### src/rtl/change_dispenser_pkg.sv
// rtl/change_dispenser_pkg.sv - shared types and constants for the change dispenser
package change_dispenser_pkg;

   typedef enum logic [2:0] {
      S_IDLE,
      S_EJECT,
      S_WAIT_DROP,
      S_GAP,
      S_VEND,
      S_FAULT
   } disp_state_t;

   typedef enum logic {
      DENOM_NICKEL,
      DENOM_DIME
   } denom_t;

   localparam int NICKEL = 5;
   localparam int DIME   = 10;

   function automatic int max3(input int a, input int b, input int c);
      int m;
      m = (a > b) ? a : b;
      return (m > c) ? m : c;
   endfunction

endpackage

### src/rtl/dispense_timer.sv
// rtl/dispense_timer.sv - loadable down-counter shared by all timed dispenser states
// done_o is high whenever the count has reached zero, including right after a load of zero.
module dispense_timer #(
   parameter int W = 5
) (
   input  logic         clk_i,
   input  logic         rst_ni,
   input  logic         load_i,
   input  logic [W-1:0] load_val_i,
   output logic         done_o
);

   logic [W-1:0] cnt_q, cnt_d;

   always_comb begin
      cnt_d = cnt_q;
      if (load_i) begin
         cnt_d = load_val_i;
      end else if (cnt_q != '0) begin
         cnt_d = cnt_q - 1'b1;
      end
   end

   always_ff @(posedge clk_i or negedge rst_ni) begin
      if (!rst_ni) begin
         cnt_q <= '0;
      end else begin
         cnt_q <= cnt_d;
      end
   end

   assign done_o = (cnt_q == '0);

endmodule

### src/rtl/change_dispenser.sv
// rtl/change_dispenser.sv - queues change/vend commands and sequences coin solenoids and vend motor
// Dimes drain first, then nickels, then the vend; each coin must be confirmed by coin_drop.
module change_dispenser
   import change_dispenser_pkg::*;
#(
   parameter int PULSE_CYCLES   = 4,
   parameter int GAP_CYCLES     = 2,
   parameter int TIMEOUT_CYCLES = 16,
   parameter int CNT_W          = 4
) (
   input  logic clock,
   input  logic reset,
   input  logic give_nickel,
   input  logic give_dime,
   input  logic give_doubledime,
   input  logic deliver,
   input  logic coin_drop,
   output logic eject_nickel,
   output logic eject_dime,
   output logic vend,
   output logic busy,
   output logic fault
);

   localparam int TMR_W = $clog2(max3(PULSE_CYCLES, GAP_CYCLES, TIMEOUT_CYCLES)) + 1;
   localparam int EXT_W = CNT_W + 2;
   localparam logic [EXT_W-1:0] CNT_MAX = EXT_W'((1 << CNT_W) - 1);

   disp_state_t      state_q, state_d;
   denom_t           denom_q, denom_d;
   logic [CNT_W-1:0] nickel_q, nickel_d;
   logic [CNT_W-1:0] dime_q, dime_d;
   logic             vend_pend_q, vend_pend_d;

   logic             deq_nickel, deq_dime, deq_vend;
   logic [EXT_W-1:0] nickel_sum, dime_sum;
   logic             overflow;

   logic             tmr_load;
   logic [TMR_W-1:0] tmr_load_val;
   logic             tmr_done;

   dispense_timer #(
      .W(TMR_W)
   ) u_timer (
      .clk_i     (clock),
      .rst_ni    (reset),
      .load_i    (tmr_load),
      .load_val_i(tmr_load_val),
      .done_o    (tmr_done)
   );

   always_ff @(posedge clock or negedge reset) begin
      if (!reset) begin
         state_q     <= S_IDLE;
         denom_q     <= DENOM_NICKEL;
         nickel_q    <= '0;
         dime_q      <= '0;
         vend_pend_q <= 1'b0;
      end else begin
         state_q     <= state_d;
         denom_q     <= denom_d;
         nickel_q    <= nickel_d;
         dime_q      <= dime_d;
         vend_pend_q <= vend_pend_d;
      end
   end

   // Enqueue and dequeue on the same edge net out; the queue is frozen once faulted.
   always_comb begin
      deq_dime    = (state_q == S_IDLE) && (dime_q != '0);
      deq_nickel  = (state_q == S_IDLE) && (dime_q == '0) && (nickel_q != '0);
      deq_vend    = (state_q == S_IDLE) && (dime_q == '0) && (nickel_q == '0) && vend_pend_q;
      nickel_sum  = EXT_W'(nickel_q) + EXT_W'(give_nickel) - EXT_W'(deq_nickel);
      dime_sum    = EXT_W'(dime_q) + EXT_W'(give_dime) + EXT_W'({give_doubledime, 1'b0})
                    - EXT_W'(deq_dime);
      overflow    = 1'b0;
      nickel_d    = nickel_q;
      dime_d      = dime_q;
      vend_pend_d = vend_pend_q;
      if (state_q != S_FAULT) begin
         if (nickel_sum > CNT_MAX) begin
            overflow = 1'b1;
            nickel_d = '1;
         end else begin
            nickel_d = nickel_sum[CNT_W-1:0];
         end
         if (dime_sum > CNT_MAX) begin
            overflow = 1'b1;
            dime_d   = '1;
         end else begin
            dime_d = dime_sum[CNT_W-1:0];
         end
         vend_pend_d = (vend_pend_q && !deq_vend) || deliver;
      end
   end

   always_comb begin
      state_d = state_q;
      denom_d = denom_q;
      case (state_q)
         S_IDLE: begin
            if (deq_dime) begin
               state_d = S_EJECT;
               denom_d = DENOM_DIME;
            end else if (deq_nickel) begin
               state_d = S_EJECT;
               denom_d = DENOM_NICKEL;
            end else if (deq_vend) begin
               state_d = S_VEND;
            end
         end
         S_EJECT:     if (tmr_done) state_d = S_WAIT_DROP;
         S_WAIT_DROP: begin
            if (coin_drop) begin
               state_d = S_GAP;
            end else if (tmr_done) begin
               state_d = S_FAULT;
            end
         end
         S_GAP:       if (tmr_done) state_d = S_IDLE;
         S_VEND:      if (tmr_done) state_d = S_GAP;
         S_FAULT:     state_d = S_FAULT;
         default:     state_d = S_FAULT;
      endcase
      if (overflow) begin
         state_d = S_FAULT;
      end

      // The timer is reloaded on every state change with the length of the state being entered.
      tmr_load = (state_d != state_q);
      case (state_d)
         S_EJECT, S_VEND: tmr_load_val = TMR_W'(PULSE_CYCLES - 1);
         S_WAIT_DROP:     tmr_load_val = TMR_W'(TIMEOUT_CYCLES - 1);
         S_GAP:           tmr_load_val = TMR_W'(GAP_CYCLES - 1);
         default:         tmr_load_val = '0;
      endcase
   end

   always_comb begin
      eject_nickel = (state_q == S_EJECT) && (denom_q == DENOM_NICKEL);
      eject_dime   = (state_q == S_EJECT) && (denom_q == DENOM_DIME);
      vend         = (state_q == S_VEND);
      fault        = (state_q == S_FAULT);
      busy         = (state_q != S_IDLE) || (nickel_q != '0) || (dime_q != '0) || vend_pend_q;
   end

endmodule

### config.mk
export PLATFORM = sky130hd
export DESIGN_NAME = change_dispenser
export DESIGN_NICKNAME = d
export VERILOG_FILES = /design/src/rtl/change_dispenser_pkg.sv /design/src/rtl/dispense_timer.sv /design/src/rtl/change_dispenser.sv
export SDC_FILE = /design/constraint.sdc
export NUM_CORES = 1
export LEC_CHECK = 0
export CAP_MARGIN = 15
export CORE_ASPECT_RATIO = 1.5
export CORE_UTILIZATION = 51
export CTS_CLUSTER_DIAMETER = 150
export DETAILED_ROUTE_END_ITERATION = 12
export GPL_TIMING_DRIVEN = 0
export PLACE_DENSITY = 0.71
export SYNTH_ARGS = -nofsm -noshare
export SYNTH_HDL_FRONTEND = slang
export SYNTH_SLANG_ARGS = --single-unit
### constraint.sdc
create_clock -name clock -period 7.55 [get_ports clock]
set_input_delay 1.51 -clock clock [delete_from_list [all_inputs] [get_ports clock]]
set_output_delay 1.51 -clock clock [all_outputs]
set_load 0.01 [all_outputs]
==> results.py, run 1 <==
metrics = {
    "routing": {
        "viasPerCell": 5.38,
        "wl_per_cell_microns": 13.6,
        "dr.pass1.iters": 4,
        "drt_iter0_markers": 28,
        "drtAntennaViolNets": 0,
        "routed_wl_microns": 2930,
        "drc": 0,
        "num_vias": 1157,
    },
    "synthesis": {
        "yosysWarningCount": 0,
        "synth_area_per_cell_sq_um": 9.13,
        "ys.flop_type": "dfrtp_1",
        "synthArstFlopShare_pct": 100,
        "synth_edf_count": 0,
        "synth_cell_types": 43,
        "syn-cell-area_sq_um": 1500,
        "synth_nets": 189,
        "yosysSeqAreaShare_pct": 30.1,
        "netlist_instances": 164,
        "ys_seq_elements": 18,
    },
    "worst_setup_path": {
        "crit_path_start_kind": "input port",
        "cp.arrival_ns": 4.59,
        "worst-path-max-fanout": 7,
        "end_kind": "register",
        "startpoint": "give_doubledime",
        "cp_data_required_time_ns": 7.69,
        "r2r-start": "dime_q[3]$_DFFE_PN0N_",
        "critical_path_class": "in -> reg",
    },
    "global_routing": {
        "grt-ovfl-total": 0,
        "grt_pass1_vias": 1198,
        "grt_max_degree": 19,
        "antenna_found_initial": 0,
        "grt.total_usage_pct": 22.2,
        "grt_pass1_wl_microns": 4910,
    },
    "timing": {
        "slew_violations": 0,
        "finalCriticalPeriod_ns": 4.45,
        "fin_skew_ns": 0.00321,
        "grt_setup_unrepaired": "no",
        "fin_crit_sh_pct": 59.0,
        "setup_viol": 0,
        "fin_setup_tns_ns": 0,
        "hold_viol": 0,
        "tightest_slew_ns": 0.833,
        "max_freq_mhz": 225,
        "relSlewSlack_pct": 44.3,
    },
    "floorplanning": {
        "die_area_sq_um": 3160,
        "ios": 12,
        "rows": 23,
        "chipHeight_microns": 68.4,
        "design.core.area_sq_um": 2730,
        "initial_core_util_pct": 54.8,
        "die_x_microns": 46.2,
    },
    "worst_hold_path": {
        "worstHoldPathType": "reg -> reg",
        "worstHoldStart": "denom_q$_DFFE_PN0P_",
    },
    "layout": {
        "diodes": 0,
        "drive_above_1_share_pct": 9.55,
        "nNetsFinal": 205,
        "area_growth_pct": 13.2,
    },
    "placed_design": {
        "gp_congestion": 0.796,
        "io_buffer_count": 11,
        "hpwl_microns": 2290,
    },
    "cts": {
        "htreeDepth": 1,
        "hold_buffers": 0,
        "clock_path_buffers": 2,
        "cts_tree": "yes",
        "postCtsSetupBuffers": 0,
        "cts-root-buf": "clkbuf_8",
        "cts.clk_slew.worst_paths_ns": 0.06,
        "clk_latency_ns": 0.25,
        "cts_buffers": 3,
        "cts.sinks": 18,
        "cts_resized": 0,
    },
    "power": {
        "vdd_ir_drop_max_uv": 218,
        "cellLeakagePower_uw": 0.000777,
        "p_per_area_nw_per_um2": 317,
        "finalPower_uw": 537,
    },
    "job": {
        "drv_cap": 0,
    },
    "outcome": {
        "status": "finished clean",
    },
}
-- worst paths after layout --
kind,endpoint,slack (ns),cells past startpoint
min in group asynchronous,u_timer.cnt_q[4]$_DFFE_PN0P_,1.73,1
min,denom_q$_DFFE_PN0P_,0.54,2
max in group asynchronous,nickel_q[0]$_DFFE_PN0N_,5.30,1
max reg2reg,u_timer.cnt_q[0]$_DFFE_PN0P_,3.46,15
max,u_timer.cnt_q[0]$_DFFE_PN0P_,3.10,12
min reg2reg,denom_q$_DFFE_PN0P_,0.54,2
-- per-layer routing --
metal | GRT usage, % | up-vias | part of all wire [%]
met5 | 0 | - | 0
met4 | 11.0 | 0 | 2.4
met3 | 2.37 | 5 | 0.85
met2 | 42.8 | 13 | 57
met1 | 22.0 | 547 | 40
li1 | - | 592 | -
-- layout make-up --
class / count / area (sq um)
fill: 251 / 1040
multi-input combinational: 122 / 953
sequential: 18 / 450
timing repair buffer: 11 / 110
inverter: 20 / 75.1
tap: 37 / 46.3
clock buffer: 3 / 41.3
buffer: 4 / 18.8
-- layout by cell type (no fill, tap or decap), types with 2 or more instances in the layout --
master,count
inv_1,20
dfrtp_1,18
nand2_1,16
ha_1,16
nor2_1,14
clkdlybuf4s50_1,11
a21oi_1,10
xnor2_1,6
a31oi_1,5
nor3b_1,4
o21ai_0,4
buf_2,3
nor2b_1,3
nand2b_1,3
xor2_1,3
mux2i_1,3
clkbuf_8,3
o21ai_1,2
a21o_1,2
nand3b_1,2
and4_1,2
a211oi_1,2
and3b_1,2
nor3_1,2
fa_1,2
-- cells by family after synthesis --
| logic type | count (synthesis) | synth area share (%) |
|---|---|---|
| buffers and inverters | 24 | 6.26 |
| AOI/OAI and AO/OA | 34 | 16.5 |
| DFF | 18 | 30.1 |
| and+or+nand+nor | 57 | 22.9 |
| muxes | 4 | 3.01 |
| adders and majority gates | 18 | 16.0 |
| xor gates and xnor gates | 9 | 5.26 |
-- synthesized netlist by cell type (2+ instances only) --
master / n / area [sq um]
o21ai_1: 2 / 10.0
xnor2_1: 6 / 52.6
nand2b_1: 3 / 18.8
a21oi_1: 10 / 50.1
nand3b_1: 2 / 15.0
nor3_1: 2 / 10.0
xor2_1: 3 / 26.3
inv_1: 20 / 75.1
a21o_1: 2 / 15.0
nor3b_1: 4 / 30.0
dfrtp_1: 18 / 450
and3b_1: 2 / 17.5
a211oi_1: 2 / 15.0
buf_2: 3 / 15.0
mux2i_1: 3 / 30.0
and4_1: 2 / 17.5
o21ai_0: 4 / 20.0
fa_1: 2 / 40.0
nand2_1: 16 / 60.1
a31oi_1: 5 / 31.3
nor2_1: 14 / 52.6
ha_1: 16 / 200
nor2b_1: 3 / 18.8
-- stage by stage --
| step | area, sq um | cells | worst slack [ns] | hold WS (ns) | utilization [%] |
|---|---|---|---|---|---|
| 6_report | 1700 | 215 | 3.10 | 0.539 | 62.0 |
| 5_1_grt | 1700 | 215 | 2.92 | 0.591 | 62.0 |
| 2_1_floorplan | 1500 | 164 | 3.62 | 0.490 | - |
| 3_5_place_dp | 1650 | 212 | 2.83 | 0.526 | 60.5 |
| 3_3_place_gp | 1650 | 212 | 2.93 | 0.512 | 60.5 |
| 4_1_cts | 1700 | 215 | 3.07 | 0.542 | 62.0 |
-- worst max-delay path, stage by stage --
cell and delay [ns]:
clkdlybuf4s50_1 0.45, inv_1 0.04, ha_1 0.27, inv_1 0.06
fa_1 0.46, nand3b_1 0.13, a31oi_1 0.10, a211oi_2 0.38
nand2_1 0.26, nand4bb_4 0.31, a31oi_4 0.28, mux2_4 0.33
-- flip-flops by register name (all words and copies together) (netlist names) --
register and count:
state_q 3, dime_q 4, u_timer.cnt_q 5, vend_pend_q 1
denom_q 1, nickel_q 4
-- report_power, final --
group | internal [uW] | total [uW] | switching, uW
Sequential | 129 | 156 | 26.9
Combinational | 141 | 314 | 173
Clock | 35.5 | 66.5 | 31.0
No activity file was read; power rests on OpenSTA's default activity.
==> inputs of run 2 (changes only) <==
==> constraint.sdc (replaced) <==
create_clock -name clock -period 4.3 [get_ports clock]
set_input_delay 0.86 -clock clock [delete_from_list [all_inputs] [get_ports clock]]
set_output_delay 0.86 -clock clock [all_outputs]
set_load 0.01 [all_outputs]
==> results.py, run 2 (same netlist as run 1, synthesis figures left out) <==
metrics = {
    "outcome": {
        "status": "finished clean",
    },
    "worst_setup_path": {
        "r2r-start": "dime_q[3]$_DFFE_PN0N_",
        "startpoint": "dime_q[3]$_DFFE_PN0N_",
        "cp_data_required_time_ns": 4.44,
        "crit_path_start_kind": "register",
        "worst-path-max-fanout": 7,
        "critical_path_class": "reg -> reg",
        "end_kind": "register",
        "worst_r2r_path_depth": 15,
        "cp.arrival_ns": 4.07,
    },
    "layout": {
        "largest_reg_flops": 5,
        "nNetsFinal": 205,
        "regMostFlops": "u_timer.cnt_q",
        "postLayoutCoreUtil_pct": 62.2,
        "layout_common_cells": "inv_1, dfrtp_1, nand2_1, ha_1, nor2_1",
        "diodes": 0,
        "fin_area_sq_um": 1700,
        "final_common_cell": "inv_1",
        "largestRegisters": "u_timer.cnt_q (5), dime_q (4), nickel_q (4)",
        "drive_above_1_share_pct": 10.1,
        "area_growth_pct": 13.5,
    },
    "power": {
        "power.switching_uw": 409,
        "p_int_uw": 541,
        "cellLeakagePower_uw": 0.000778,
        "vdd_ir_drop_max_uv": 383,
        "seq_power_share_pct": 28.9,
        "power_frac_comb_pct": 58.8,
        "p_per_area_nw_per_um2": 559,
        "finalPower_uw": 950,
        "sw_frac_of_total_pct": 43.1,
        "p_clk_share_pct": 12.3,
    },
    "placed_design": {
        "io_buffer_count": 11,
        "gp_congestion": 0.796,
        "hpwl_microns": 2290,
        "dpl_cell_area_sq_um": 1650,
    },
    "timing": {
        "setup_viol": 0,
        "max_freq_mhz": 254,
        "grt_setup_unrepaired": "no",
        "fin_skew_ns": 0.00314,
        "slew_violations": 0,
        "fin_setup_tns_ns": 0,
        "relSlewSlack_pct": 44.3,
        "finalCriticalPeriod_ns": 3.93,
        "hold_viol": 0,
        "fin_crit_sh_pct": 91.5,
        "tightest_slew_ns": 0.833,
    },
    "routing": {
        "routed_wl_microns": 2930,
        "drt_iter0_markers": 28,
        "num_vias": 1157,
        "wl_per_cell_microns": 13.6,
        "dr.pass1.iters": 4,
        "drc": 0,
        "viasPerCell": 5.38,
        "drtAntennaViolNets": 0,
    },
    "global_routing": {
        "grt_pass1_wl_microns": 4910,
        "grt_pass1_vias": 1198,
        "grt-ovfl-total": 0,
        "grt.total_usage_pct": 22.2,
        "antenna_found_initial": 0,
        "grt_max_degree": 19,
    },
    "floorplanning": {
        "initial_core_util_pct": 54.8,
        "die_area_sq_um": 3160,
        "design.core.area_sq_um": 2730,
        "rows": 23,
        "ios": 12,
        "die_x_microns": 46.2,
        "chipHeight_microns": 68.4,
    },
    "worst_hold_path": {
        "min_delay_path_depth": 2,
        "worstHoldStart": "denom_q$_DFFE_PN0P_",
        "worstHoldPathType": "reg -> reg",
    },
    "cts": {
        "htreeDepth": 1,
        "cts.sinks": 18,
        "clock_path_buffers": 2,
        "cts_buffers": 3,
        "postCtsSetupBuffers": 0,
        "clk_latency_ns": 0.25,
        "cts_tree": "yes",
        "cts-root-buf": "clkbuf_8",
        "cts.clk_slew.worst_paths_ns": 0.06,
    },
    "job": {
        "drv_cap": 0,
    },
}
-- run 2: cell counts in the layout (fill, tap and decap cells not counted) --
No cell type changed its count.
-- run 2: metrics by stage --
step                setup WS (ns)  cells  hold slack, ns
finish                      0.368    215           0.539
floorplan                   0.774    164           0.490
global route                0.166    215           0.591
CTS                         0.173    215           0.542
detailed placement          0.228    212           0.526
global placement            0.299    212           0.512
-- run 2: worst paths after layout --
| path | to | slack (ns) |
|---|---|---|
| setup reg to reg | u_timer.cnt_q[0]$_DFFE_PN0P_ | 0.37 |
| max in group asynchronous | nickel_q[0]$_DFFE_PN0N_ | 2.70 |
| min in group asynchronous | u_timer.cnt_q[4]$_DFFE_PN0P_ | 1.08 |
| setup / recovery | u_timer.cnt_q[0]$_DFFE_PN0P_ | 0.37 |
| hold / removal | denom_q$_DFFE_PN0P_ | 0.54 |
| hold reg to reg | denom_q$_DFFE_PN0P_ | 0.54 |
-- run 2: power groups by stage --
stage               Clock, uW  Combinational (uW)  Sequential [uW]
global route              130                 627              280
floorplan                   0                 445              266
finish                    117                 559              274
CTS                       122                 558              274
global placement            0                 521              275
detailed placement          0                 550              277
-- run 2: final cells by class --
type / count / area, sq um
Timing Repair Buffer: 11 / 110
Multi-Input combinational cell: 122 / 958
Buffer: 4 / 18.8
Sequential cell: 18 / 450
Inverter: 20 / 75.1
Fill cell: 251 / 1030
Tap cell: 37 / 46.3
Clock buffer: 3 / 41.3
-- run 2: worst max-delay path: stages, from the launching register on --
cell and delay, ns:
dfrtp_1 0.38, inv_1 0.13, ha_1 0.21, nor3b_1 0.28, nor3b_1 0.30, ha_1 0.28
inv_1 0.05, ha_1 0.17, fa_1 0.22, nand3b_1 0.11, and4_1 0.22, a211oi_2 0.31
nand2_1 0.22, nand4bb_4 0.31, a31oi_4 0.28, mux2_4 0.33
-- run 2: layer usage --
| layer | wire length, microns | global-route usage, % |
|---|---|---|
| met1 | 1180 | 22.0 |
| met4 | 70 | 11.0 |
| met3 | 25 | 2.37 |
| met2 | 1660 | 42.8 |
| met5 | 0 | 0 |
-- run 2: timing repair --
item,in CTS,in global routing
hold buffers,0,0
gates resized for setup,0,1
setup endpoints to repair,0,1
==> inputs of run 3 (changes only) <==
--- a/config.mk
+++ b/config.mk
@@ -6,7 +6,7 @@
 export NUM_CORES = 1
 export LEC_CHECK = 0
 export CAP_MARGIN = 15
-export CORE_ASPECT_RATIO = 1.5
+export CORE_ASPECT_RATIO = 1.25
 export CORE_UTILIZATION = 51
 export CTS_CLUSTER_DIAMETER = 150
 export DETAILED_ROUTE_END_ITERATION = 12
==> results.py, run 3 (same netlist as run 1, synthesis figures left out) <==
metrics = {
    "outcome": {
        "status": "finished clean",
    },
    "worst_setup_path": {
        "cp_data_required_time_ns": 4.50,
        "worst_path_most_repeated_cell": "ha_1",
        "cp_slowest_stage_delay_ns": 0.40,
        "end_kind": "register",
        "crit_family": "simple AND/OR/NAND/NOR gates",
        "crit_path_start_kind": "register",
        "path_cells": "inv_1 -> ha_1 -> nor3b_1 -> nor3b_1 -> ha_1 -> inv_1 -> ha_1 -> fa_1 -> nand3b_1 -> and4_1 -> a211oi_2 -> nand2_1 -> nand4bb_4 -> a31oi_4 -> mux2_4",
        "critical_path_class": "reg -> reg",
        "cp_slowest_cell": "dfrtp_1",
        "cp.arrival_ns": 4.10,
        "path_buf_inv": 2,
        "worst-path-max-fanout": 7,
    },
    "global_routing": {
        "grt_pass1_wl_microns": 5090,
        "antenna_found_initial": 0,
        "grt-ovfl-total": 0,
        "grt.total_usage_pct": 20.4,
        "grt_pass1_vias": 1202,
        "grt_max_degree": 19,
    },
    "timing": {
        "fin_crit_sh_pct": 90.6,
        "whs_ns": 0.554,
        "grt_setup_unrepaired": "no",
        "tightest_slew_ns": 0.832,
        "finalCriticalPeriod_ns": 3.90,
        "relSlewSlack_pct": 44.4,
        "fin_setup_tns_ns": 0,
        "fin_skew_ns": 0.00678,
        "max_freq_mhz": 257,
        "setup_viol": 0,
        "slew_violations": 0,
        "hold_viol": 0,
    },
    "worst_hold_path": {
        "worstHoldPathType": "reg -> reg",
    },
    "job": {
        "drv_cap": 0,
    },
    "floorplanning": {
        "rows": 21,
        "ios": 12,
        "die_x_microns": 50.5,
        "chipHeight_microns": 62.6,
        "die_area_sq_um": 3160,
        "initial_core_util_pct": 54.8,
        "design.core.area_sq_um": 2730,
    },
    "cts": {
        "hold_buffers": 0,
        "cts_tree": "yes",
        "postCtsSetupBuffers": 0,
        "cts_buffers": 3,
        "cts.sinks": 18,
        "cts.clk_slew.worst_paths_ns": 0.11,
        "cts_resized": 0,
        "htreeDepth": 1,
        "clk_latency_ns": 0.30,
        "cts-root-buf": "clkbuf_4",
        "clock_path_buffers": 2,
    },
    "power": {
        "p_per_area_nw_per_um2": 552,
        "cellLeakagePower_uw": 0.000778,
        "vdd_ir_drop_max_uv": 343,
    },
    "routing": {
        "num_vias": 1154,
        "drc": 0,
        "viasPerCell": 5.42,
        "wl_per_cell_microns": 12.9,
        "dr.pass1.iters": 4,
        "drtAntennaViolNets": 0,
        "drt_iter0_markers": 33,
        "routed_wl_microns": 2750,
    },
    "layout": {
        "fillers": 255,
        "regMostFlops": "u_timer.cnt_q",
        "nNetsFinal": 205,
        "largestRegisters": "u_timer.cnt_q (5), dime_q (4), nickel_q (4)",
        "area_growth_pct": 12.9,
        "final_common_cell": "inv_1",
        "diodes": 0,
        "largest_reg_flops": 5,
        "postLayoutCoreUtil_pct": 61.9,
        "drive_above_1_share_pct": 10.6,
        "layout_common_cells": "inv_1, dfrtp_1, nand2_1, ha_1, nor2_1",
        "final_cells": 213,
    },
    "placed_design": {
        "dp_cells": 209,
        "gp_congestion": 0.788,
        "io_buffer_count": 11,
        "hpwl_microns": 2170,
    },
}
[run 3: layout make-up]
type / count / area (sq um) / share of cell area [%]
Tap cell: 34 / 42.5 / 2.51
Buffer: 4 / 18.8 / 1.11
Multi-Input combinational cell: 122 / 958 / 56.7
Sequential cell: 18 / 450 / 26.6
Clock buffer: 4 / 36.3 / 2.14
Timing Repair Buffer: 11 / 110 / 6.51
Inverter: 20 / 75.1 / 4.44
[run 3: power by group]
group	switching, uW	internal [uW]
logic	303	249
clock network	56.4	51.7
registers	47.2	227
total	406	527
[run 3: through the flow]
step	area (sq um)	worst slack [ns]	total power [uW]
2_1_floorplan	1500	0.774	711
3_3_place_gp	1650	0.294	795
3_5_place_dp	1650	0.222	823
4_1_cts	1690	0.197	932
5_1_grt	1690	0.0797	1030
6_report	1690	0.405	933
[run 3: layer usage]
metal	part of all wire, %	routed length [microns]	GRT usage, %	vias to the layer above
li1	-	-	-	596
met1	47	1300	25.0	541
met2	50	1370	36.5	12
met3	1.2	34	1.46	5
met4	1.6	45	7.29	0
met5	0	0	0	-
[run 3: path summary, 6_finish.rpt]
| check | from | end | slack [ns] | cells after the start |
|---|---|---|---|---|
| max in group asynchronous | reset | vend_pend_q$_DFFE_PN0N_ | 2.76 | 1 |
| setup / recovery | dime_q[3]$_DFFE_PN0N_ | u_timer.cnt_q[0]$_DFFE_PN0P_ | 0.40 | 15 |
| hold / removal | nickel_q[0]$_DFFE_PN0N_ | nickel_q[0]$_DFFE_PN0N_ | 0.55 | 2 |
| setup reg to reg | dime_q[3]$_DFFE_PN0N_ | u_timer.cnt_q[0]$_DFFE_PN0P_ | 0.40 | 15 |
| hold reg to reg | nickel_q[0]$_DFFE_PN0N_ | nickel_q[0]$_DFFE_PN0N_ | 0.55 | 2 |
| min in group asynchronous | reset | nickel_q[2]$_DFFE_PN0N_ | 1.02 | 1 |
[run 3: worst min-delay path: stages, from the launching register on]
cell and delay (ns):
dfrtp_1 0.40, inv_1 0.07, a21oi_1 0.06
